File: src/rtl/mul_seq_pkg.sv
// Shared types and constants for the digit-serial multiplier controller.
// Used by mul_seq_ctrl and mul2x2 (optional build macro MUL_SEQ_ZERO_SKIP_EN
// only affects mul_seq_ctrl).
package mul_seq_pkg;

  // Controller states
  typedef enum logic [1:0] {
    IDLE = 2'd0,
    CALC = 2'd1,
    DONE = 2'd2
  } state_t;

  // Width of one operand digit fed to the shared 2x2 multiplier
  localparam int DIGW = 2;

  // Number of DIGW-bit digits in a W-bit operand
  function automatic int num_digits(input int w);
    return w / DIGW;
  endfunction

endpackage

File: src/rtl/mul2x2.sv
// Purely combinational 2-bit x 2-bit unsigned multiplier; the single
// arithmetic resource shared by every partial product of mul_seq_ctrl.
module mul2x2
  import mul_seq_pkg::*;
(
  input  logic [DIGW-1:0]   x,
  input  logic [DIGW-1:0]   y,
  output logic [2*DIGW-1:0] p
);

  assign p = {{DIGW{1'b0}}, x} * {{DIGW{1'b0}}, y};

endmodule

File: src/rtl/mul_seq_ctrl.sv
// Sequential unsigned multiplier: one 2x2 partial product per cycle,
// accumulated into a 2W-bit register, valid/ready on both sides.
// Optional build macro MUL_SEQ_ZERO_SKIP_EN: a zero operand finishes one
// edge after accept instead of running the full partial-product sweep.
//
// state | meaning
// IDLE  | waiting for an operand pair, in_ready high
// CALC  | one partial product per cycle over digit indices (i, j)
// DONE  | product held on y with out_valid until out_ready
module mul_seq_ctrl
  import mul_seq_pkg::*;
#(
  parameter int W = 4
) (
  input  logic           clk,
  input  logic           rst,
  input  logic           in_valid,
  output logic           in_ready,
  input  logic [W-1:0]   a,
  input  logic [W-1:0]   b,
  output logic           out_valid,
  input  logic           out_ready,
  output logic [2*W-1:0] y,
  output logic           busy
);

  localparam int D  = num_digits(W);
  localparam int IW = (D > 1) ? $clog2(D) : 1;
  localparam int SW = $clog2(2 * W);
  localparam logic [IW-1:0] LAST = IW'(D - 1);

  if ((W % 2) != 0 || W < 4 || W > 8) begin : g_w_check
    $error("mul_seq_ctrl: W must be even and within 4..8");
  end

  state_t              state_q;
  logic [W-1:0]        a_q;
  logic [W-1:0]        b_q;
  logic [2*W-1:0]      acc_q;
  logic [IW-1:0]       i_q;
  logic [IW-1:0]       j_q;
  logic [2*W-1:0]      y_q;
  logic                out_valid_q;

  logic [DIGW-1:0]     dig_a;
  logic [DIGW-1:0]     dig_b;
  logic [2*DIGW-1:0]   pp;
  logic [2*W-1:0]      pp_ext;
  logic [SW-1:0]       shift_amt;
  logic [2*W-1:0]      acc_sum;
  logic                last_pp;
  logic                zero_skip;

  assign dig_a = a_q[DIGW*i_q +: DIGW];
  assign dig_b = b_q[DIGW*j_q +: DIGW];

  mul2x2 u_mul2x2 (
    .x (dig_a),
    .y (dig_b),
    .p (pp)
  );

  // Digit (i, j) carries weight 2^(2*(i+j)); the 2W-bit accumulator cannot overflow
  assign pp_ext    = {{(2*W-2*DIGW){1'b0}}, pp};
  assign shift_amt = SW'(DIGW * (int'(i_q) + int'(j_q)));
  assign acc_sum   = acc_q + (pp_ext << shift_amt);
  assign last_pp   = (i_q == LAST) && (j_q == LAST);

`ifdef MUL_SEQ_ZERO_SKIP_EN
  assign zero_skip = (a_q == '0) || (b_q == '0);
`else
  assign zero_skip = 1'b0;
`endif

  // Controller: accept, partial-product sweep, result hold and handshake
  always_ff @(posedge clk or posedge rst) begin
    if (rst) begin
      state_q     <= IDLE;
      a_q         <= '0;
      b_q         <= '0;
      acc_q       <= '0;
      i_q         <= '0;
      j_q         <= '0;
      y_q         <= '0;
      out_valid_q <= 1'b0;
    end else begin
      case (state_q)
        IDLE: begin
          if (in_valid) begin
            a_q     <= a;
            b_q     <= b;
            acc_q   <= '0;
            i_q     <= '0;
            j_q     <= '0;
            state_q <= CALC;
          end
        end
        CALC: begin
          if (zero_skip) begin
            y_q         <= '0;
            out_valid_q <= 1'b1;
            state_q     <= DONE;
          end else if (last_pp) begin
            acc_q       <= acc_sum;
            y_q         <= acc_sum;
            out_valid_q <= 1'b1;
            state_q     <= DONE;
          end else begin
            acc_q <= acc_sum;
            if (j_q == LAST) begin
              j_q <= '0;
              i_q <= i_q + IW'(1);
            end else begin
              j_q <= j_q + IW'(1);
            end
          end
        end
        DONE: begin
          if (out_ready) begin
            out_valid_q <= 1'b0;
            state_q     <= IDLE;
          end
        end
        default: state_q <= IDLE;
      endcase
    end
  end

  // Ready is withheld while reset is asserted, even though state is already IDLE
  assign in_ready  = (state_q == IDLE) && !rst;
  assign busy      = (state_q != IDLE);
  assign out_valid = out_valid_q;
  assign y         = y_q;

endmodule

File: config.mk
export PLATFORM = sky130hd
export DESIGN_NAME = mul_seq_ctrl
export DESIGN_NICKNAME = d
export VERILOG_FILES = /design/src/rtl/mul_seq_pkg.sv /design/src/rtl/mul2x2.sv /design/src/rtl/mul_seq_ctrl.sv
export SDC_FILE = /design/constraint.sdc
export NUM_CORES = 1
export LEC_CHECK = 0
export CAP_MARGIN = 20
export CORE_UTILIZATION = 59
export DETAILED_ROUTE_END_ITERATION = 7
export DONT_BUFFER_PORTS = 1
export GPL_ROUTABILITY_DRIVEN = 0
export PLACE_DENSITY_LB_ADDON = 0.15
export SLEW_MARGIN = 10
export SYNTH_ARGS = -nofsm -noshare
export SYNTH_HDL_FRONTEND = slang
export SYNTH_HIERARCHICAL = 1
export SYNTH_SLANG_ARGS = --single-unit
File: constraint.sdc
create_clock -name clk -period 3.71 [get_ports clk]
set_clock_uncertainty 0.2 [all_clocks]
set_input_delay 0.1855 -clock clk [delete_from_list [all_inputs] [get_ports clk]]
set_output_delay 0.1855 -clock clk [all_outputs]
set_load 0.05 [all_outputs]
; ---- Word level (Yosys, flattened, before mapping)
; Index checks and enable logic that the tools add are counted.
[word_totals]
reg_bits = 29
input_bits = 12
[classes]
n_addsub = 4
n_mul = 1
eq_ne = 7
n_shift = 3
muxes = 16
n_reduce_logical = 14
[ops]
columns = cell, count
row1 = $pmux W8 S2, 1
row2 = $ne A2 B2 Y1 const B, 5
row3 = $reduce_and A3 Y1, 3
row4 = $add A8 B8 Y8, 1
row5 = $mux W8, 1
row6 = $shiftx A4 B3 Y2, 2
row7 = $shl A4 B3 Y8, 1
row8 = $mux W1, 7
row9 = $mux W2, 3
row10 = $pmux W1 S2, 3
row11 = $pmux W2 S3, 1
row12 = $reduce_and A2 Y1, 3
row13 = $reduce_bool A2 Y1, 3
row14 = $mul A2 B2 Y4, 1
row15 = $reduce_and A4 Y1, 1
row16 = $add A1 B1 Y1 const B, 2
row17 = $add A1 B1 Y2, 1
row18 = $eq A2 B1 Y1 const B, 1
row19 = $eq A2 B2 Y1 const B, 1
row20 = $logic_and A1 B1 Y1, 2
row21 = $logic_not A2 Y1, 1
row22 = $logic_not A1 Y1, 1

; ---- Depth between registers and ports, before layout
; Gate-level depths: netlist of run 1.
[depth]
depth_word = 5
depth_mapped = 12
depth_no_buf = 12

; ---- By module
; Netlist of run 1, hierarchy kept.
[by_module_without_submodules]
columns = module, n_inst, cells_each, area_per_inst_um2, seq_area_each_um2
row1 = mul_seq_ctrl, 1, 160, 1635.3, 725.7
row2 = mul2x2, 1, 6, 50.0, 0.0

; ---- Worst setup path before layout of run 1
; Ideal clock, no wire load.
[synth_timing]
path_kind = register to register
from = register i_q
to = register y_q[7], in the netlist y[7]
arrival_ns = 2.875
slack_ns = 0.510
stages_incl_launch_ff = 13
n_path_buf = 0
synth_period_minus_slack_ns = 3.200
path_cell_list = dfrtp_1 -> mux2_2 -> and2_1 -> ha_1 -> ha_1 -> mux2i_1 -> nor2_1 -> ha_1 -> o211ai_1 -> o21ai_1 -> a31oi_2 -> xnor3_1 -> mux2_2
[synth_via]
elab_chain_len = 4
word_cells_on_any_way = 7
[synth_rtl]
columns = element, line_no
row1 = "start, declared", mul_seq_ctrl.sv:40  ; logic [IW-1:0] i_q;
row2 = "start signal, assigned", mul_seq_ctrl.sv:112  ; i_q <= i_q + IW'(1);
row3 = $shiftx A4 B3 Y2, mul_seq_ctrl.sv:54  ; assign dig_a = a_q[DIGW*i_q +: DIGW];
row4 = net dig_a[0], mul_seq_ctrl.sv:45  ; logic [DIGW-1:0] dig_a;
row5 = $mul A2 B2 Y4, mul2x2.sv:11  ; assign p = {{DIGW{1'b0}}, x} * {{DIGW{1'b0}}, y};
row6 = net pp[2], mul_seq_ctrl.sv:47  ; logic [2*DIGW-1:0] pp;
row7 = $shl A4 B3 Y8, mul_seq_ctrl.sv:66  ; assign acc_sum = acc_q + (pp_ext << shift_amt);
row8 = $add A8 B8 Y8, mul_seq_ctrl.sv:66
row9 = "end signal, assigned", mul_seq_ctrl.sv:105  ; y_q <= acc_sum;
row10 = "end, declared", mul_seq_ctrl.sv:42  ; logic [2*W-1:0] y_q;
; The timed path passes the listed nets, and every way through them passes these cells.
; A chain may end at the register's enable or synchronous reset.

; ---- Worst setup path after layout of run 1
; Same ends and word-level chain as after synthesis.

==> flow_metrics.env, run 1 <==
export IMPL_final_setup_viol_count=0
export IMPL_critical_path_depth=12
export IMPL_synthTopCellsByCount="dfrtp_1 (29), nand2_1 (16), mux2_2 (15)"
export IMPL_fin_tns_setup_ns=0
export IMPL_htreeDepth=2
export IMPL_grt_use_met1=0.280
export IMPL_use_met2=0.382
export IMPL_met3_usage=0.0820
export IMPL_area_delta_synth_final_pct=14.1
export IMPL_cts_buffers=5
export IMPL_finalCritPeriodShare=0.918
export IMPL_start_util=0.616
export IMPL_fp_row_count=19
export IMPL_cp_num_buf_inv=0
export IMPL_fin_crit_ns=3.41
export IMPL_die_h_um=55.4
export IMPL_path_cells="mux2_2 > and2_1 > ha_1 > ha_1 > mux2i_1 > nor2_1 > ha_1 > o211ai_1 > o21ai_1 > a31oi_2 > xnor3_1 > mux2_2"
export IMPL_crit_type="reg -> reg"
export IMPL_synth_distinct_cells=38
export IMPL_diodes=0
export IMPL_die_x_um=55.4
export IMPL_io_pins=23
export IMPL_ys_seq_area_frac=0.431
export IMPL_synth_seq_cells=29
export IMPL_wire_per_inst_um=15.2
export IMPL_first_pass_iters=4
export IMPL_pre_cts_slack_ns=0.316
export IMPL_hold_ws_ns=0.0324
export IMPL_clockBufferDepth=2
export IMPL_grt_overflow=0
export IMPL_hp_class="in -> reg"
export IMPL_clk_latency_ns=0.33
export IMPL_wl_um=3230
export IMPL_rsz0062_at_grt="false"
export IMPL_seqCellArea_sq_um=726
export IMPL_cts_tree="yes"
export IMPL_critPathMaxStageDelay_ns=0.45
export IMPL_yosysTopAreaCell="dfrtp_1"
export IMPL_synth_avg_cell_area_sq_um=10.2
export IMPL_io_buffers=0
export IMPL_synth_most_common_cell="dfrtp_1"
export IMPL_drv_cap=0
export IMPL_setup_ws_ns=0.304
export IMPL_initialDrtViolationCount=38
export IMPL_final_nets=203
export IMPL_synth_edff_count=0
export IMPL_critPathCaptureType="register"
export IMPL_grt_pass1_vias=1212
export IMPL_rr_worst_depth=12
export IMPL_syn_num_nets=189
export IMPL_antenna_found_initial=0
export IMPL_cp_top_family="adder cells"
export IMPL_drive_above_1_share=0.155
export IMPL_syn_inst=166
export IMPL_min_path_cells=5
export IMPL_startpoint="i_q"
export IMPL_tightest_slew_ns=0.890
export IMPL_root_buffer="clkbuf_4"
export IMPL_synthFlopType="dfrtp_1"
export IMPL_dieArea_sq_um=3070
export IMPL_outcome="completed"
export IMPL_final_max_slew_viol_count=0
export IMPL_yosysTopAreaCellShare=0.431
export IMPL_grt_first_pass_wirelength_um=5390
export IMPL_hold_viol=0
export IMPL_critPathMostFrequentCell="ha_1"
export IMPL_ys_warn_count=6
export IMPL_startpoint_type="register"
export IMPL_crit_path_top_delay_cell="dfrtp_1"
export IMPL_cp_data_required_time_ns=3.73
export IMPL_grt_max_degree=30
export IMPL_drtAntennaViolNets=0
export IMPL_critPathArrivalTime_ns=3.43
export IMPL_syn_area_sq_um=1690
export IMPL_num_vias=1256
export IMPL_grt_usage=0.236
export IMPL_dp_hpwl_um=2260
export IMPL_numClockSinks=29
export IMPL_synth_area_leaders="dfrtp_1 (43%), mux2_2 (10%), ha_1 (7.4%), nand2_1 (3.6%), o21ai_0 (3.3%)"
export IMPL_multiInputGateArea_sq_um=898
export IMPL_drc=0
export IMPL_num_fill_cells=209
export IMPL_core_area_sq_um=2730
export IMPL_path_max_fanout=6
export IMPL_slew_headroom=0.405
export IMPL_r2r_start="i_q"
export IMPL_timing_fmax_mhz=294
export IMPL_vias_per_cell=5.92
export IMPL_min_from="in_valid"
export IMPL_synthArstFlopShare=1.00
export IMPL_globalRoute_busiestLayer="met2"
export IMPL_clk_pin_slew_ns=0.09
-- layout by cell type (no fill, tap or decap), drive strengths merged --
cell type	count
nor3b	1
mux2i	5
a211oi	2
dlygate4sd3	11
nand2b	3
or2	1
nor2b	4
a22o	2
xnor3	1
clkbuf	7
clkinv	1
a21oi	5
nand2	17
or4	2
fa	1
mux2	15
dfrtp	29
xor2	2
nor2	13
o211ai	1
xnor2	1
o31ai	2
buf	1
o22ai	5
ha	10
o21ai	13
inv	9
a31oi	2
a21o	2
nor3	1
and2b	2
bufinv	1
and2	6
nand3	3
-- state kept, by name, summed over array words and instances (netlist names) --
| register | flops |
|---|---|
| out_valid | 1 |
| state_q | 2 |
| b_q | 4 |
| j_q | 1 |
| acc_q | 8 |
| i_q | 1 |
| a_q | 4 |
| y | 8 |
-- per-stage QoR --
stage	utilization	instance area, sq um	cells
finish	0.703	1920	212
global route	0.703	1920	212
CTS	0.693	1900	211
detailed placement	0.622	1700	192
global placement	0.622	1700	192
floorplan	-	1690	166
-- path summary, 6_finish.rpt --
kind	end	slack, ns
worst max-delay path	y[7]	0.30
worst min-delay path	acc_q[6]	0.03
worst max register to register	y[7]	0.30
worst min register to register	acc_q[7]	0.30
max in group asynchronous	b_q[2]	2.81
min in group asynchronous	acc_q[7]	0.08
-- layout make-up --
type,instances,area share
inverter,10,0.0195
sequential,29,0.377
multi-input combinational,122,0.467
timing repair buffer,12,0.0716
clock buffer,7,0.0286
tap,31,0.0202
clock inverter,1,0.0156
-- worst min-delay path: stages --
cell     delay, ns
nor2_1        0.07
o21ai_0       0.09
o31ai_1       0.07
a31oi_1       0.04
nand3_1       0.07
-- logic make-up (layout without fill, tap and decap cells) --
family / count (synthesis) / count (layout) / synth area share
compound gates: 34 / 34 / 0.128
simple gates: 53 / 53 / 0.160
buf+inv: 15 / 30 / 0.0364
xor+xnor: 4 / 4 / 0.0290
mux: 20 / 20 / 0.130
flops: 29 / 29 / 0.431
fa+ha+maj: 11 / 11 / 0.0861
-- per-layer routing --
metal,routed length [um],up-vias
met5,0,-
met2,1620,30
met4,56,0
met1,1390,605
li1,-,615
met3,167,6
-- timing repair --
action                    4_1_cts  5_1_grt
setup buffers                   0        0
gates resized for setup         0        0
hold endpoints to repair       40        0
hold buffers                   11        0
Power of run 1 is not shown: default switching activity piles up to over one toggle a cycle in this logic, so the estimate is an artifact.
==> run 2: changes to the inputs <==
- BUFFER_PORTS_ARGS: not set -> -buffer_cell sky130_fd_sc_hd__buf_2
- CORE_ASPECT_RATIO: not set -> 0.9
- CORE_UTILIZATION: 59 -> 56
- DONT_BUFFER_PORTS: 1 -> not set
==> flow_metrics.env, run 2 (synthesis gave the netlist of run 1 again) <==
export IMPL_outcome="completed"
export IMPL_min_from="in_valid"
export IMPL_drv_cap=0
export IMPL_rr_worst_depth=12
export IMPL_diodes=0
export IMPL_p_leak_nw=0.988
export IMPL_grt_max_degree=30
export IMPL_hp_class="in -> reg"
export IMPL_pre_cts_slack_ns=0.241
export IMPL_dieArea_sq_um=3230
export IMPL_dpl_instance_area_sq_um=1820
export IMPL_dp_hpwl_um=2320
export IMPL_clk_pin_slew_ns=0.09
export IMPL_met2_length_um=1790
export IMPL_seqCellArea_sq_um=728
export IMPL_num_fill_cells=232
export IMPL_startpoint_type="register"
export IMPL_cts_tree="yes"
export IMPL_instances_no_fill=242
export IMPL_dp_cells=223
export IMPL_io_pins=23
export IMPL_crit_type="reg -> reg"
export IMPL_rsz0062_at_grt="false"
export IMPL_tightest_slew_ns=0.714
export IMPL_drtAntennaViolNets=0
export IMPL_clk_latency_ns=0.34
export IMPL_cp_data_required_time_ns=3.73
export IMPL_post_cts_buffers=0
export IMPL_grt_pass1_vias=1223
export IMPL_final_cell_mix="dfrtp_1 (27), buf_2 (22), nand2_1 (16)"
export IMPL_clockBufferDepth=2
export IMPL_multiInputGateArea_sq_um=898
export IMPL_cellPowerDensity_nw_per_um2=1020
export IMPL_htreeDepth=2
export IMPL_maxUsedRoutingLayer="met4"
export IMPL_path_max_fanout=5
export IMPL_die_x_um=59.8
export IMPL_area_delta_synth_final_pct=20.9
export IMPL_grt_overflow=0
export IMPL_cts_buffers=5
export IMPL_ir_drop_mv=0.615
export IMPL_drive_above_1_share=0.257
export IMPL_final_common_cell="dfrtp_1"
export IMPL_vias_per_cell=5.35
export IMPL_final_setup_viol_count=0
export IMPL_critPathArrivalTime_ns=3.53
export IMPL_finalCritPeriodShare=0.944
export IMPL_grt_first_pass_wirelength_um=5740
export IMPL_die_h_um=54.0
export IMPL_hold_viol=0
export IMPL_slew_headroom=0.524
export IMPL_setup_ws_ns=0.207
export IMPL_root_buffer="clkbuf_4"
export IMPL_final_max_slew_viol_count=0
export IMPL_drc=0
export IMPL_start_util=0.603
export IMPL_first_pass_iters=4
export IMPL_timing_fmax_mhz=286
export IMPL_reg2reg_to="y[7]"
export IMPL_critPathCaptureType="register"
export IMPL_io_buffers=22
export IMPL_initialDrtViolationCount=64
export IMPL_min_path_cells=4
export IMPL_design_area_sq_um=2040
export IMPL_fp_row_count=18
export IMPL_grt_usage=0.256
export IMPL_min_to="acc_q[7]"
export IMPL_core_area_sq_um=2790
export IMPL_wire_per_inst_um=14.9
export IMPL_wl_um=3610
export IMPL_final_nets=224
export IMPL_power_mw=2.09
export IMPL_num_vias=1294
export IMPL_r2r_start="j_q"
export IMPL_rrSetupSlack_ns=0.21
export IMPL_numClockSinks=29
export IMPL_fin_crit_ns=3.50
export IMPL_antenna_found_initial=0
export IMPL_wl_met3_um=117
export IMPL_drt_met1_wl_um=1670
export IMPL_fin_tns_setup_ns=0
-- run 2: how the worst max path moves through the flow --
stage | from | end | slack (ns) | cells past startpoint
after floorplan | i_q | y[7] | 0.51 | 12
after global placement | i_q | y[7] | 0.42 | 12
after detailed placement | j_q | y[7] | 0.24 | 12
after CTS | j_q | y[7] | 0.17 | 12
after global routing | i_q | y[7] | 0.05 | 12
final | j_q | y[7] | 0.21 | 12
-- run 2: per-stage QoR --
stage,hold WS (ns),util
6_report,0.0970,0.729
2_1_floorplan,0.0636,-
3_3_place_gp,0.174,0.652
4_1_cts,0.0434,0.719
3_5_place_dp,0.184,0.652
5_1_grt,0.100,0.729
-- run 2: critical path: stages, from the launching register on --
cell      delay (ns)
dfrtp_2         0.44
mux2_2          0.36
and2_1          0.14
ha_1            0.19
ha_1            0.29
mux2i_1         0.22
nor2_1          0.07
ha_1            0.34
o211ai_1        0.18
o21ai_1         0.13
a31oi_2         0.27
xnor3_1         0.29
mux2_2          0.27
-- run 2: per-layer routing --
layer,vias to the layer above,global-route usage
met5,-,0
met2,27,0.406
met4,0,0.105
met3,6,0.0745
met1,607,0.330
li1,654,-
-- run 2: cell type report --
class,count,area share
Clock buffer,7,0.0270
Multi-Input combinational cell,122,0.441
Tap cell,40,0.0246
Timing Repair Buffer,33,0.117
Clock inverter,1,0.0147
Inverter,10,0.0184
Sequential cell,29,0.357
-- run 2: power by group --
| part | leakage, nW | internal [mW] | switching [mW] |
|---|---|---|---|
| combinational | 0.581 | 0.499 | 0.742 |
| clock | 0.0455 | 0.161 | 0.116 |
| sequential | 0.362 | 0.466 | 0.103 |
| total | 0.988 | 1.13 | 0.962 |
-- run 2: what timing repair did --
item                                    4_1_cts  5_1_grt
endpoints found under the hold margin        39        0
gates resized for setup                       0        2
endpoints found under the setup margin        0        1
hold buffers                                 10        0
(Power assumes the default switching activity.)
